$ cat src/rtl/regfile_scoreboard_if.sv
// Writeback-to-register-file write bus.
// The complete stage drives it; the register file receives it.
interface regfile_scoreboard_if #(
    parameter int XLEN = 32
);
    logic            wb_regfile_en;
    logic [4:0]      wb_regfile_idx;
    logic [XLEN-1:0] wb_regfile_data;

    modport master (
        output wb_regfile_en,
        output wb_regfile_idx,
        output wb_regfile_data
    );

    modport slave (
        input wb_regfile_en,
        input wb_regfile_idx,
        input wb_regfile_data
    );
endinterface

$ cat src/rtl/regfile_scoreboard.sv
// Architectural register file with a per-register pending-writer scoreboard.
// Two combinational read ports with optional same-cycle writeback bypass.
module regfile_scoreboard #(
    parameter int XLEN   = 32,
    parameter bit BYPASS = 1'b1,
    parameter int CNT_W  = 2
) (
    input  logic                 clock,
    input  logic                 reset,
    regfile_scoreboard_if.slave  wb,
    input  logic                 claim_en,
    input  logic [4:0]           claim_idx,
    output logic                 claim_ok,
    input  logic                 flush,
    input  logic [4:0]           rd1_idx,
    input  logic [4:0]           rd2_idx,
    output logic [XLEN-1:0]      rd1_out,
    output logic [XLEN-1:0]      rd2_out,
    output logic                 rd1_busy,
    output logic                 rd2_busy
);
    localparam logic [CNT_W-1:0] CNT_MAX = '1;
    localparam logic [CNT_W-1:0] CNT_ONE = CNT_W'(1);

    logic [XLEN-1:0]  regs [1:31];
    logic [CNT_W-1:0] cnt  [1:31];

    logic wr_en;
    logic hit1;
    logic hit2;

    // Writes to x0 are dropped; x0 has no storage.
    assign wr_en = wb.wb_regfile_en & (wb.wb_regfile_idx != 5'd0);
    assign hit1  = BYPASS & wr_en & (wb.wb_regfile_idx == rd1_idx);
    assign hit2  = BYPASS & wr_en & (wb.wb_regfile_idx == rd2_idx);

    // Read port 1: x0 is zero, then bypass, then the array.
    always_comb begin
        rd1_out  = '0;
        rd1_busy = 1'b0;
        if (rd1_idx != 5'd0) begin
            rd1_out  = hit1 ? wb.wb_regfile_data : regs[rd1_idx];
            rd1_busy = cnt[rd1_idx] > (hit1 ? CNT_ONE : '0);
        end
    end

    // Read port 2: identical to port 1.
    always_comb begin
        rd2_out  = '0;
        rd2_busy = 1'b0;
        if (rd2_idx != 5'd0) begin
            rd2_out  = hit2 ? wb.wb_regfile_data : regs[rd2_idx];
            rd2_busy = cnt[rd2_idx] > (hit2 ? CNT_ONE : '0);
        end
    end

    // Accept a claim unless flushing or its counter is already full.
    always_comb begin
        claim_ok = claim_en & ~flush;
        if (claim_idx != 5'd0) begin
            claim_ok = claim_en & ~flush & (cnt[claim_idx] != CNT_MAX);
        end
    end

    // Register array: reset clears, else commit the writeback.
    always_ff @(posedge clock) begin
        if (reset) begin
            for (int r = 1; r < 32; r++) begin
                regs[r] <= '0;
            end
        end else if (wr_en) begin
            regs[wb.wb_regfile_idx] <= wb.wb_regfile_data;
        end
    end

    // Pending counters: claim increments, writeback decrements (floor 0).
    always_ff @(posedge clock) begin
        for (int r = 1; r < 32; r++) begin
            if (reset || flush) begin
                cnt[r] <= '0;
            end else if (claim_ok && claim_idx == 5'(r)) begin
                if (!(wr_en && wb.wb_regfile_idx == 5'(r))) begin
                    cnt[r] <= cnt[r] + CNT_ONE;
                end
            end else if (wr_en && wb.wb_regfile_idx == 5'(r)
                         && cnt[r] != '0) begin
                cnt[r] <= cnt[r] - CNT_ONE;
            end
        end
    end
endmodule

$ cat src/flat_wrapper.sv
// flat-port wrapper written by rule: the top's interface ports become plain ports
module regfile_scoreboard_flat 
#(
    parameter int XLEN   = 32,
    parameter bit BYPASS = 1'b1,
    parameter int CNT_W  = 2
)
  (clock, reset, claim_en, claim_idx, claim_ok, flush, rd1_idx, rd2_idx, rd1_out, rd2_out, rd1_busy, rd2_busy, wb_wb_regfile_en, wb_wb_regfile_idx, wb_wb_regfile_data);
  regfile_scoreboard_if #(.XLEN(XLEN)) wb_i ();
  input  logic clock;
  input  logic reset;
  input  logic claim_en;
  input  logic [4:0] claim_idx;
  output logic claim_ok;
  input  logic flush;
  input  logic [4:0] rd1_idx;
  input  logic [4:0] rd2_idx;
  output logic [XLEN-1:0] rd1_out;
  output logic [XLEN-1:0] rd2_out;
  output logic rd1_busy;
  output logic rd2_busy;
  input wire logic [$bits(wb_i.wb_regfile_en)-1:0] wb_wb_regfile_en;
  input wire logic [$bits(wb_i.wb_regfile_idx)-1:0] wb_wb_regfile_idx;
  input wire logic [$bits(wb_i.wb_regfile_data)-1:0] wb_wb_regfile_data;
  assign wb_i.wb_regfile_en = wb_wb_regfile_en;
  assign wb_i.wb_regfile_idx = wb_wb_regfile_idx;
  assign wb_i.wb_regfile_data = wb_wb_regfile_data;
  regfile_scoreboard #(.XLEN(XLEN), .BYPASS(BYPASS), .CNT_W(CNT_W)) u_core (.clock(clock), .reset(reset), .wb(wb_i), .claim_en(claim_en), .claim_idx(claim_idx), .claim_ok(claim_ok), .flush(flush), .rd1_idx(rd1_idx), .rd2_idx(rd2_idx), .rd1_out(rd1_out), .rd2_out(rd2_out), .rd1_busy(rd1_busy), .rd2_busy(rd2_busy));
endmodule
$ cat config.mk
export PLATFORM = sky130hd
export DESIGN_NAME = regfile_scoreboard_flat
export DESIGN_NICKNAME = d
export VERILOG_FILES = /design/src/rtl/regfile_scoreboard_if.sv /design/src/rtl/regfile_scoreboard.sv /design/src/flat_wrapper.sv
export SDC_FILE = /design/constraint.sdc
export NUM_CORES = 2
export LEC_CHECK = 0
export ABC_AREA = 0
export CAP_MARGIN = 10
export CELL_PAD_IN_SITES_DETAIL_PLACEMENT = 1
export CELL_PAD_IN_SITES_GLOBAL_PLACEMENT = 2
export CORE_ASPECT_RATIO = 1.2
export CORE_UTILIZATION = 46
export CTS_BUF_LIST = sky130_fd_sc_hd__clkbuf_16
export CTS_CLUSTER_SIZE = 10
export DETAILED_ROUTE_END_ITERATION = 10
export PLACE_DENSITY_LB_ADDON = 0.1
export SETUP_SLACK_MARGIN = 0.1
export SYNTH_ARGS = -nofsm -noshare
export SYNTH_HDL_FRONTEND = slang
export SYNTH_SLANG_ARGS = --single-unit
$ cat constraint.sdc
create_clock -name clock -period 6.8 [get_ports clock]
set_clock_uncertainty 0.15 [all_clocks]
set_input_delay 1.36 -clock clock [delete_from_list [all_inputs] [get_ports clock]]
set_output_delay 1.36 -clock clock [all_outputs]
set_load 0.02 [all_outputs]
==> flow_metrics.tcl <==
set metrics [dict create \
    path_delay_family "buffers and inverters" \
    grt_max_degree 119 \
    synth_top_area_cell "edfxtp_1" \
    clkPwrFrac_pct 38.4 \
    detail_route.wl_per_cell_um 39.4 \
    cp.arrival_ps 4970 \
    antenna_found_initial 33 \
    synthesis.area_mm2 0.0610 \
    power.ir.vdd_worst_mv 0.202 \
    pre_cts_ws_ps 369 \
    crit_path_start_kind "input pin" \
    grt_pass1_wl_mm 322 \
    hold_viol 0 \
    clkTransAtPathRegs_ps 60 \
    tightest_slew_ps 1210 \
    synth-main-ff-cell "edfxtp_1" \
    hold_buffers 0 \
    cellLeakagePower_nw 23.3 \
    synth_edf_count 1086 \
    placed_cell_area_mm2 0.0649 \
    utilization_pct 52.5 \
    outcome "completed" \
    final_cell_mix "1086 x edfxtp_1, 997 x and2_1, 639 x mux4_2" \
    grt_overflow 0 \
    cts-buffers-inserted 131 \
    finalCriticalPeriod_ps 6480 \
    relSlewSlack_pct 18.9 \
    max_cap_violations 0 \
    routabilityCongestion 0.867 \
    grt_pass1_vias 41099 \
    cts_tree "built" \
    wl_mm 233 \
    hp-class "register to register" \
    cts.sinks 1086 \
    crit_fanout 25 \
    drt_first_iter_violations 5461 \
    initial_core_util_pct 46.6 \
    die_h_um 401 \
    die_area_mm2 0.134 \
    design_area_mm2 0.0686 \
    synth_top_area_share_pct 53.5 \
    switching_share_pct 26.1 \
    rows 145 \
    p_per_area_mw_per_mm2 245 \
    critPathMaxStageDelay_ps 630 \
    ys_warn_count 0 \
    die_x_um 334 \
    syn_inst 4047 \
    p_comb_share_pct 14.3 \
    maxSlewViolCount 0 \
    p_int_w 0.0124 \
    path_class "input pin to output port" \
    setup_ws_ps 319 \
    cp_slowest_cell "a211oi_1" \
    coreArea_mm2 0.131 \
    ant_nets 0 \
    synth_cell_types 61 \
    cp.depth 11 \
    fmax_mhz 154 \
    portBuffers 123 \
    ff2ff_path_depth 7 \
    routed-via-count 40184 \
    avgSynthCellArea_um2 15.1 \
    clock_path_buffers 3 \
    vias_per_cell 6.80 \
    synth-async-reset-ratio_pct 0 \
    post_cts_buffers 0 \
    ys_ff_latch 1086 \
    dr.pass1.iters 6 \
    fin_hold_ws_ps 513 \
    cts_resized 0 \
    pin_count 124 \
    hold-path-cell-count 1 \
    cp_cell_sequence "buf_8 > buf_12 > mux4_2 > mux4_2 > mux2i_1 > ha_1 > nor2_1 > a211oi_1 > buf_4 > nor2_1 > clkdlybuf4s50_1" \
    grt_use_total_pct 34.8 \
    layout_commonest_cell "edfxtp_1" \
    finalNetCount 4185 \
    area_growth_pct 12.6 \
    ys_seq_area_share_pct 53.5 \
    setup.worst_path.end_class "output port" \
    tns_ps 0 \
    setup_viol 0 \
    rsz0062_at_grt "no" \
    drive_gt1_share_pct 26.4 \
    post-route-drc-count 0 \
    dp_hpwl_mm 135 \
    switching_power_w 0.00440 \
    clockRootBuffer "clkbuf_16" \
    sequentialPowerShare_pct 47.3 \
    fin_crit_sh_pct 95.3 \
    synth.area.top_cells "edfxtp_1 53%, mux4_2 24%, and2_1 10%, clkbuf_1 1.9%, mux2i_1 1.5%" \
    path_buf_inv 4 \
    cts_htree_levels 4 \
    clk_latency_ps 780 \
    worstPathRequired_ps 5290 \
]
-- worst register-to-register path, delay by kind of cell (launching register included) --
kind,cells,cell delay (ps)
buffers and inverters,1,520
flip-flops,1,500
multiplexers,1,520
AO/OA/AOI/OAI,2,580
AND/OR/NAND/NOR,3,550
-- flip-flops by register name (all words and copies together), names as in the netlist --
register	flops
u_core.cnt	62
u_core.regs	1024
-- per-layer routing --
metal  vias up  GRT usage [%]  wire length (µm)
li1      15627              -                 -
met1     21600           46.4             86700
met2      2450           55.9            112000
met3       499           6.21             22900
met4         8           15.8             11100
met5         -              0                48
-- final timing paths --
check                          from                 to  slack [ps]
hold / removal    u_core.cnt[29][0]  u_core.cnt[29][0]         510
setup reg to reg  u_core.cnt[10][0]   u_core.cnt[3][0]        3690
hold reg to reg   u_core.cnt[29][0]  u_core.cnt[29][0]         510
setup / recovery         rd2_idx[0]           rd2_busy         320
-- cells by family after synthesis --
group                    Yosys count  share of synthesized area [%]
flip-flops                      1086                           53.5
other                              1                        0.00615
AO/OA/AOI/OAI                    209                           2.65
adder cells (fa/ha/maj)           33                          0.677
multiplexers                     744                           25.5
buffers and inverters            481                           3.25
AND/OR/NAND/NOR                 1483                           14.3
XOR/XNOR                          10                          0.144
-- metrics by stage --
stage / cells / power (W)
floorplan: 4078 / 0.00943
global placement: 5725 / 0.0104
detailed placement: 5725 / 0.0105
CTS: 5898 / 0.0169
global route: 5901 / 0.0172
finish: 5910 / 0.0168
-- synthesized netlist by cell type (19+ instances only) --
| cell type | count |
|---|---|
| a21oi_1 | 42 |
| and2_1 | 997 |
| nand4_1 | 20 |
| nand2b_1 | 36 |
| nor2b_1 | 44 |
| mux4_2 | 639 |
| nor2_1 | 91 |
| inv_1 | 66 |
| a211oi_1 | 41 |
| nor3_1 | 47 |
| mux2i_1 | 90 |
| edfxtp_1 | 1086 |
| nand3_1 | 43 |
| buf_1 | 19 |
| buf_2 | 79 |
| ha_1 | 33 |
| nand2_1 | 155 |
| a22oi_1 | 41 |
| clkbuf_1 | 302 |
-- power by group through the flow --
stage	combinational, W	clock, W	sequential [W]
6_report	0.00241	0.00646	0.00797
3_3_place_gp	0.00238	0	0.00806
3_5_place_dp	0.00238	0	0.00809
4_1_cts	0.00239	0.00651	0.00796
5_1_grt	0.00248	0.00672	0.00800
2_1_floorplan	0.00144	0	0.00799
-- final cells by class --
cell class / count / area, µm²
diodes: 11 / 27.5
clock buffers: 135 / 3380
clock inverters: 38 / 319
fillers: 12211 / 62200
inverters: 67 / 251
multi-input cells: 2511 / 26900
flip-flops and latches: 1086 / 32600
well taps: 1764 / 2210
repair buffers: 298 / 2900
No activity file was read; power rests on OpenSTA's default activity.
